$ cat src/rtl/meduram_pkg.sv
// Shared definitions for the banked multi-port scratch RAM.
//   ARB_FIXED / ARB_RR : arbitration mode encodings
//   COLL_WR / COLL_RD  : bit positions inside each read port's 2-bit collision field
//   bank_of()          : bank index of a word address (low address bits)
package meduram_pkg;

    localparam int ARB_FIXED = 0;
    localparam int ARB_RR    = 1;

    localparam int COLL_WR = 0;
    localparam int COLL_RD = 1;

    // nb_bank is a power of two, so the bank is simply the low address bits.
    function automatic int bank_of(input int addr, input int nb_bank);
        return addr & (nb_bank - 1);
    endfunction

endpackage

$ cat src/rtl/meduram_arbiter.sv
// Per-bank N-way arbiter.
//   aclk, aresetn : clock, asynchronous active-low reset
//   req_i[N]      : requests targeting this bank
//   mode_i        : 0 = fixed priority (lowest index wins), 1 = round-robin
//   grant_o[N]    : one-hot grant (all zero when nothing is requested)
// The round-robin pointer only moves on contested grants, to winner + 1.
module meduram_arbiter #(
    parameter int N = 2
) (
    input  logic         aclk,
    input  logic         aresetn,
    input  logic [N-1:0] req_i,
    input  logic         mode_i,
    output logic [N-1:0] grant_o
);

    localparam int PW = (N > 1) ? $clog2(N) : 1;

    logic [PW-1:0] ptr_q;
    logic [PW-1:0] ptr_d;
    logic          found;
    logic          contested;
    int            win;
    int            cand;

    // More than one request bit set.
    assign contested = (req_i & (req_i - N'(1))) != '0;

    // NOTE: every variable driven here gets a default first so no latch is inferred.
    always_comb begin
        grant_o = '0;
        found   = 1'b0;
        win     = 0;
        cand    = 0;
        for (int i = 0; i < N; i++) begin
            cand = mode_i ? (int'(ptr_q) + i) % N : i;
            if (!found && req_i[cand]) begin
                grant_o[cand] = 1'b1;
                win           = cand;
                found         = 1'b1;
            end
        end
    end

    always_comb begin
        ptr_d = ptr_q;
        if (mode_i && found && contested) begin
            ptr_d = PW'((win + 1) % N);
        end
    end

    // NOTE: state registers use non-blocking assignments; combinational blocks use blocking.
    always_ff @(posedge aclk or negedge aresetn) begin
        if (!aresetn) begin
            ptr_q <= '0;
        end else begin
            ptr_q <= ptr_d;
        end
    end

endmodule

$ cat src/rtl/meduram_banked_mp.sv
// Multi-port banked scratch RAM with valid/ready handshakes.
//   aclk, aresetn          : clock, asynchronous active-low reset
//   wrvalid/wrready        : per write port handshake (ready is combinational)
//   wraddr/wrdata          : packed write address/data, port 0 in LSBs
//   rdvalid/rdready        : per read port handshake (ready is combinational)
//   rdaddr                 : packed read addresses
//   rddvalid/rddata        : read response, one cycle after acceptance
//   rdcollision            : per read port {read collision, write-collision tag}
// Each bank writes and reads at most one address per cycle; every port aimed at
// the winning address of its bank is accepted together, other ports stall.
module meduram_banked_mp
    import meduram_pkg::*;
#(
    parameter int ADDR_WIDTH      = 4,
    parameter int DATA_WIDTH      = 8,
    parameter int NB_WR           = 2,
    parameter int NB_RD           = 2,
    parameter int NB_BANK         = 4,
    parameter int ARB_MODE        = 0,
    parameter int WRITE_COLLISION = 1,
    parameter int READ_COLLISION  = 1
) (
    input  logic                        aclk,
    input  logic                        aresetn,
    input  logic [NB_WR-1:0]            wrvalid,
    output logic [NB_WR-1:0]            wrready,
    input  logic [NB_WR*ADDR_WIDTH-1:0] wraddr,
    input  logic [NB_WR*DATA_WIDTH-1:0] wrdata,
    input  logic [NB_RD-1:0]            rdvalid,
    output logic [NB_RD-1:0]            rdready,
    input  logic [NB_RD*ADDR_WIDTH-1:0] rdaddr,
    output logic [NB_RD-1:0]            rddvalid,
    output logic [NB_RD*DATA_WIDTH-1:0] rddata,
    output logic [NB_RD*2-1:0]          rdcollision
);

    localparam int DEPTH = 2 ** ADDR_WIDTH;

    // Unpacked views of the packed port buses.
    logic [ADDR_WIDTH-1:0] wa [NB_WR];
    logic [DATA_WIDTH-1:0] wd [NB_WR];
    logic [ADDR_WIDTH-1:0] ra [NB_RD];

    // Per-bank request / grant vectors and resolved bank operations.
    logic [NB_WR-1:0]      wr_req   [NB_BANK];
    logic [NB_WR-1:0]      wr_gnt   [NB_BANK];
    logic [NB_RD-1:0]      rd_req   [NB_BANK];
    logic [NB_RD-1:0]      rd_gnt   [NB_BANK];
    logic                  wr_en    [NB_BANK];
    logic [ADDR_WIDTH-1:0] wr_baddr [NB_BANK];
    logic [DATA_WIDTH-1:0] wr_bdata [NB_BANK];
    logic                  wr_multi [NB_BANK];
    logic                  wr_seen  [NB_BANK];
    logic                  rd_en    [NB_BANK];
    logic [ADDR_WIDTH-1:0] rd_baddr [NB_BANK];
    logic                  rd_cont  [NB_BANK];

    logic [NB_WR-1:0] wr_acc;
    logic [NB_RD-1:0] rd_acc;
    logic [NB_RD-1:0] rd_coll_rd;

    logic [DATA_WIDTH-1:0]       mem_q [DEPTH];
    logic [DEPTH-1:0]            tag_q;
    logic [NB_RD-1:0]            rddvalid_q;
    logic [NB_RD*DATA_WIDTH-1:0] rddata_q;
    logic [NB_RD*2-1:0]          rdcoll_q;

    always_comb begin
        for (int p = 0; p < NB_WR; p++) begin
            wa[p] = wraddr[p*ADDR_WIDTH +: ADDR_WIDTH];
            wd[p] = wrdata[p*DATA_WIDTH +: DATA_WIDTH];
        end
        for (int p = 0; p < NB_RD; p++) begin
            ra[p] = rdaddr[p*ADDR_WIDTH +: ADDR_WIDTH];
        end
    end

    always_comb begin
        for (int b = 0; b < NB_BANK; b++) begin
            for (int p = 0; p < NB_WR; p++) begin
                wr_req[b][p] = wrvalid[p] && (bank_of(int'(wa[p]), NB_BANK) == b);
            end
            for (int p = 0; p < NB_RD; p++) begin
                rd_req[b][p] = rdvalid[p] && (bank_of(int'(ra[p]), NB_BANK) == b);
            end
        end
    end

    for (genvar b = 0; b < NB_BANK; b++) begin : g_bank
        meduram_arbiter #(.N(NB_WR)) u_wr_arb (
            .aclk    (aclk),
            .aresetn (aresetn),
            .req_i   (wr_req[b]),
            .mode_i  (ARB_MODE == ARB_RR),
            .grant_o (wr_gnt[b])
        );
        meduram_arbiter #(.N(NB_RD)) u_rd_arb (
            .aclk    (aclk),
            .aresetn (aresetn),
            .req_i   (rd_req[b]),
            .mode_i  (ARB_MODE == ARB_RR),
            .grant_o (rd_gnt[b])
        );
    end

    // Write resolution: the winner fixes the bank address; every writer to that
    // address is accepted. Scanning downwards leaves the lowest-index data.
    always_comb begin
        wr_acc = '0;
        for (int b = 0; b < NB_BANK; b++) begin
            wr_en[b]    = 1'b0;
            wr_baddr[b] = '0;
            wr_bdata[b] = '0;
            wr_multi[b] = 1'b0;
            wr_seen[b]  = 1'b0;
            for (int p = 0; p < NB_WR; p++) begin
                if (wr_gnt[b][p]) begin
                    wr_en[b]    = 1'b1;
                    wr_baddr[b] = wa[p];
                end
            end
            for (int p = NB_WR - 1; p >= 0; p--) begin
                if (wr_req[b][p] && wr_en[b] && (wa[p] == wr_baddr[b])) begin
                    wr_acc[p]   = 1'b1;
                    wr_bdata[b] = wd[p];
                    if (wr_seen[b]) wr_multi[b] = 1'b1;
                    wr_seen[b]  = 1'b1;
                end
            end
        end
    end

    // Read resolution: broadcast to every reader of the winning address.
    // A read collision is any other reader in the same bank this cycle.
    always_comb begin
        rd_acc     = '0;
        rd_coll_rd = '0;
        for (int b = 0; b < NB_BANK; b++) begin
            rd_en[b]    = 1'b0;
            rd_baddr[b] = '0;
            rd_cont[b]  = (rd_req[b] & (rd_req[b] - NB_RD'(1))) != '0;
            for (int p = 0; p < NB_RD; p++) begin
                if (rd_gnt[b][p]) begin
                    rd_en[b]    = 1'b1;
                    rd_baddr[b] = ra[p];
                end
            end
            for (int p = 0; p < NB_RD; p++) begin
                if (rd_req[b][p]) begin
                    rd_coll_rd[p] = rd_cont[b];
                    if (rd_en[b] && (ra[p] == rd_baddr[b])) rd_acc[p] = 1'b1;
                end
            end
        end
    end

    // A single port never competes, so it is always ready.
    assign wrready = (NB_WR == 1) ? {NB_WR{1'b1}} : wr_acc;
    assign rdready = (NB_RD == 1) ? {NB_RD{1'b1}} : rd_acc;

    // NOTE: the storage array has no reset; contents are undefined until written.
    always_ff @(posedge aclk) begin
        for (int b = 0; b < NB_BANK; b++) begin
            if (wr_en[b]) mem_q[wr_baddr[b]] <= wr_bdata[b];
        end
    end

    always_ff @(posedge aclk or negedge aresetn) begin
        if (!aresetn) begin
            tag_q <= '0;
        end else begin
            for (int b = 0; b < NB_BANK; b++) begin
                if (wr_en[b]) tag_q[wr_baddr[b]] <= wr_multi[b];
            end
        end
    end

    // Reads sample the pre-write array and tag, giving read-first behaviour.
    always_ff @(posedge aclk or negedge aresetn) begin
        if (!aresetn) begin
            rddvalid_q <= '0;
            rddata_q   <= '0;
            rdcoll_q   <= '0;
        end else begin
            for (int p = 0; p < NB_RD; p++) begin
                rddvalid_q[p] <= rd_acc[p];
                if (rd_acc[p]) begin
                    rddata_q[p*DATA_WIDTH +: DATA_WIDTH] <= mem_q[ra[p]];
                    rdcoll_q[p*2 + COLL_WR] <= (WRITE_COLLISION != 0) && tag_q[ra[p]];
                    rdcoll_q[p*2 + COLL_RD] <= (READ_COLLISION != 0) && rd_coll_rd[p];
                end
            end
        end
    end

    assign rddvalid    = rddvalid_q;
    assign rddata      = rddata_q;
    assign rdcollision = rdcoll_q;

endmodule

$ cat config.mk
export PLATFORM = sky130hd
export DESIGN_NAME = meduram_banked_mp
export DESIGN_NICKNAME = d
export VERILOG_FILES = /design/src/rtl/meduram_pkg.sv /design/src/rtl/meduram_arbiter.sv /design/src/rtl/meduram_banked_mp.sv
export SDC_FILE = /design/constraint.sdc
export NUM_CORES = 1
export LEC_CHECK = 0
export CAP_MARGIN = 20
export CORE_MARGIN = 3
export CORE_UTILIZATION = 40
export CTS_BUF_LIST = sky130_fd_sc_hd__clkbuf_2
export DETAILED_ROUTE_END_ITERATION = 10
export SLEW_MARGIN = 20
export SYNTH_ARGS = -nofsm -noshare
export SYNTH_HDL_FRONTEND = slang
export SYNTH_SLANG_ARGS = --single-unit
$ cat constraint.sdc
create_clock -name aclk -period 2.4 [get_ports aclk]
set_input_delay 0.6 -clock aclk [delete_from_list [all_inputs] [get_ports aclk]]
set_output_delay 0.6 -clock aclk [all_outputs]
set_load 0.01 [all_outputs]
==> results.yml <==
final_layout:
  layout_common_cells: "151 x buf_4, 132 x mux2i_1, 128 x edfxtp_1"
  fin_util: 0.5183
  fin_area_um2: 12240
  fin_nets: 932
  drive_gt1_frac: 0.3396
  syn_to_final_growth_pct: 26.43
  layout_commonest_cell: "buf_4"
floorplan:
  die_y_um: 161.6
  die-area_um2: 26100
  die_x_um: 161.6
  coreArea_um2: 23610
  initial_core_util: 0.4099
  io_pins: 64
  num_rows: 56
clock_network:
  cts_tree: "built"
  clock_latency_ns: 0.76
  htree_levels: 4
  cts_root_buf: "clkbuf_2"
  cts_num_sinks: 166
  path_clk_slew_ns: 0.24
  cts_made_buffers: 17
  cts_buffer_depth: 2
worst_hold_path:
  hold_depth: 4
  hold_class: "in2reg"
global_routing:
  top_usage_layer: "met2"
  grt_usage: 0.2303
  grt.overflow.total: 0
  grt_max_degree: 35
  grt_util_met1: 0.2915
  grt_pass1_vias: 7276
  grt_first_pass_wirelength_um: 44410
  use_met3: 0.05489
  antenna_found_initial: 1
  use_met2: 0.3856
setup_path:
  startpoint_type: "input pin"
  path_common_cell: "clkdlybuf4s50_1"
  crit_cells: 2
  critPathMaxStageDelay_ns: 0.57
  path_max_fanout: 6
  cp.required_ns: 1.80
  worst_setup_path_end_kind: "primary output"
  reg2regPathDepth: 4
  crit_buf_inv: 2
  crit_type: "in2out"
  critPathArrivalTime_ns: 1.71
  cpLargestDelayFamily: "buffers and inverters"
  crit_chain: "clkdlybuf4s50_1 > clkdlybuf4s50_1"
  cp_slowest_cell: "clkdlybuf4s50_1"
placed_design:
  place_area_um2: 11860
  gpl.final_weighted_congestion: 0.8758
  io_buffers: 63
  dp_hpwl_um: 21800
detailed_routing:
  vias_per_cell: 5.788
  routed_wl_um: 30070
  drtIter0Drc: 559
  postRouteAntennaNets: 0
  num_vias: 7102
  drcViolationCount: 0
  wl_per_cell_um: 24.51
  drt-pass1-iter-count: 5
sta:
  max_slew.worst_pin.slew_ns: 0.8745
  final_hold_viol_count: 0
  finClkSkew_ns: 0.03343
  rsz0062_at_grt: "false"
  max_freq_mhz: 433.0
  slew_headroom: 0.4170
  period_share: 0.9623
  setup_viol: 0
  drv_slew: 0
  holdWs_ns: 0.2351
  fin_crit_ns: 2.310
pwr:
  ir_drop_mv: 0.2162
  p_sw_w: 0.001708
  power.total_w: 0.006143
  power.internal_w: 0.004435
  p_comb_frac: 0.194
  switching_share: 0.2780
  p_leak_nw: 5.168
  power_density_nw_per_um2: 502.0
  clkPwrFrac: 0.269
  p_seq_frac: 0.537
yosys:
  synth_area_leaders: "edfxtp_1 40%, mux2i_1 14%, dfrtp_1 9.8%"
  synth_largest_area_cell: "edfxtp_1"
  yosysSeqAreaShare: 0.4953
  synth_top_area_frac: 0.3971
  syn_inst: 702
  synth_edf_count: 128
  synth_area_per_cell_um2: 13.79
  ys_seq_elements: 166
  yosysWarnings: 0
  synthesis.nets: 740
  synthArstFlopShare: 0.2289
  synth_cell_types: 57
  synth.cell_area_um2: 9679
  synth-main-ff-cell: "edfxtp_1"
job:
  maxCapViolations: 0
run_status:
  status: "completed"
-- power groups by stage --
stage                     Sequential [W]  Combinational (W)  Clock [W]
after global routing             0.00331            0.00126    0.00178
after floorplan                  0.00336           0.000580          0
after CTS                        0.00330            0.00117    0.00168
after detailed placement         0.00337            0.00117          0
after global placement           0.00336            0.00115          0
final                            0.00330            0.00119    0.00165
-- synthesized netlist by cell type (4+ instances only) --
cell       count
a21boi_0       4
a21oi_1       11
a221o_1        4
a22o_1         6
a22oi_1       39
a22oi_2        6
a31o_2         5
a31oi_1        9
buf_2         31
buf_4         13
clkbuf_1      17
dfrtp_1       38
edfxtp_1     128
inv_1         44
mux2_2        37
mux2i_1      132
mux4_1        15
mux4_2        32
nand2_1        9
nand2b_1       4
nand3_1        8
nand3b_1       5
nor2_1        20
nor2b_1        7
nor3_1         4
o21ai_0        8
o221a_2        4
o221ai_1       7
o22ai_1        5
o2bb2ai_1      4
xnor2_1        6
-- final timing paths --
path,startpoint,to,slack (ns)
max,wrvalid[0],wrready[0],0.09
min,rdaddr[0],rdcollision[3]$_DFFE_PN0P_,0.24
max reg2reg,tag_q[1]$_DFF_PN0_,rdcollision[2]$_DFFE_PN0P_,0.63
min reg2reg,rdcollision[3]$_DFFE_PN0P_,rdcollision[3]$_DFFE_PN0P_,0.54
max in group asynchronous,aresetn,rdcollision[0]$_DFFE_PN0P_,1.58
min in group asynchronous,aresetn,rddata[6]$_DFFE_PN0P_,0.31
-- registers in the layout (all words and copies together), names as in the netlist --
| signal | count |
|---|---|
| rdcollision | 4 |
| rddata | 16 |
| rddvalid | 2 |
| mem_q | 128 |
| tag_q | 16 |
-- through the flow --
stage | setup TNS [ns] | setup slack (ns) | cells
4_1_cts | 0 | 0.003249 | 1218
2_1_floorplan | 0 | 0.1724 | 702
5_1_grt | 0 | 0.002841 | 1227
6_report | 0 | 0.09041 | 1227
3_3_place_gp | -51.15 | -0.4424 | 1185
3_5_place_dp | -66.84 | -0.4492 | 1185
-- final cells by class --
class                   instances  area, um^2
diodes                          1       2.502
inverters                      45       168.9
clock inverters                14       175.2
multi-input cells             425        4350
repair buffers                239        2257
well taps                     319       399.1
fillers                      2063       11370
clock buffers                  18       90.09
flip-flops and latches        166        4795
-- what timing repair did --
item                                    CTS  global route
gates resized for setup                  15            15
endpoints found under the hold margin    18             0
pin swaps                                 1             0
hold buffers                              1             0
setup buffers                             0             8
endpoints found under the setup margin    4            15
cloned                                    0             0
-- metal layers --
metal,wire (um),share of wire
met2,14630,0.49
met5,0,0
met1,12170,0.40
met3,2269,0.075
met4,992,0.033
-- cell families (layout without fill, tap and decap cells) --
kind of cell,Yosys count,count (layout),share of synthesized area
flops,166,166,0.4953
mux,219,219,0.2994
compound gates,125,125,0.1003
xor+xnor,8,8,0.007239
buf+inv,111,316,0.05701
other cells,0,1,0
simple gates,73,73,0.04072
Note: power is estimated with default switching activity, not from simulation.
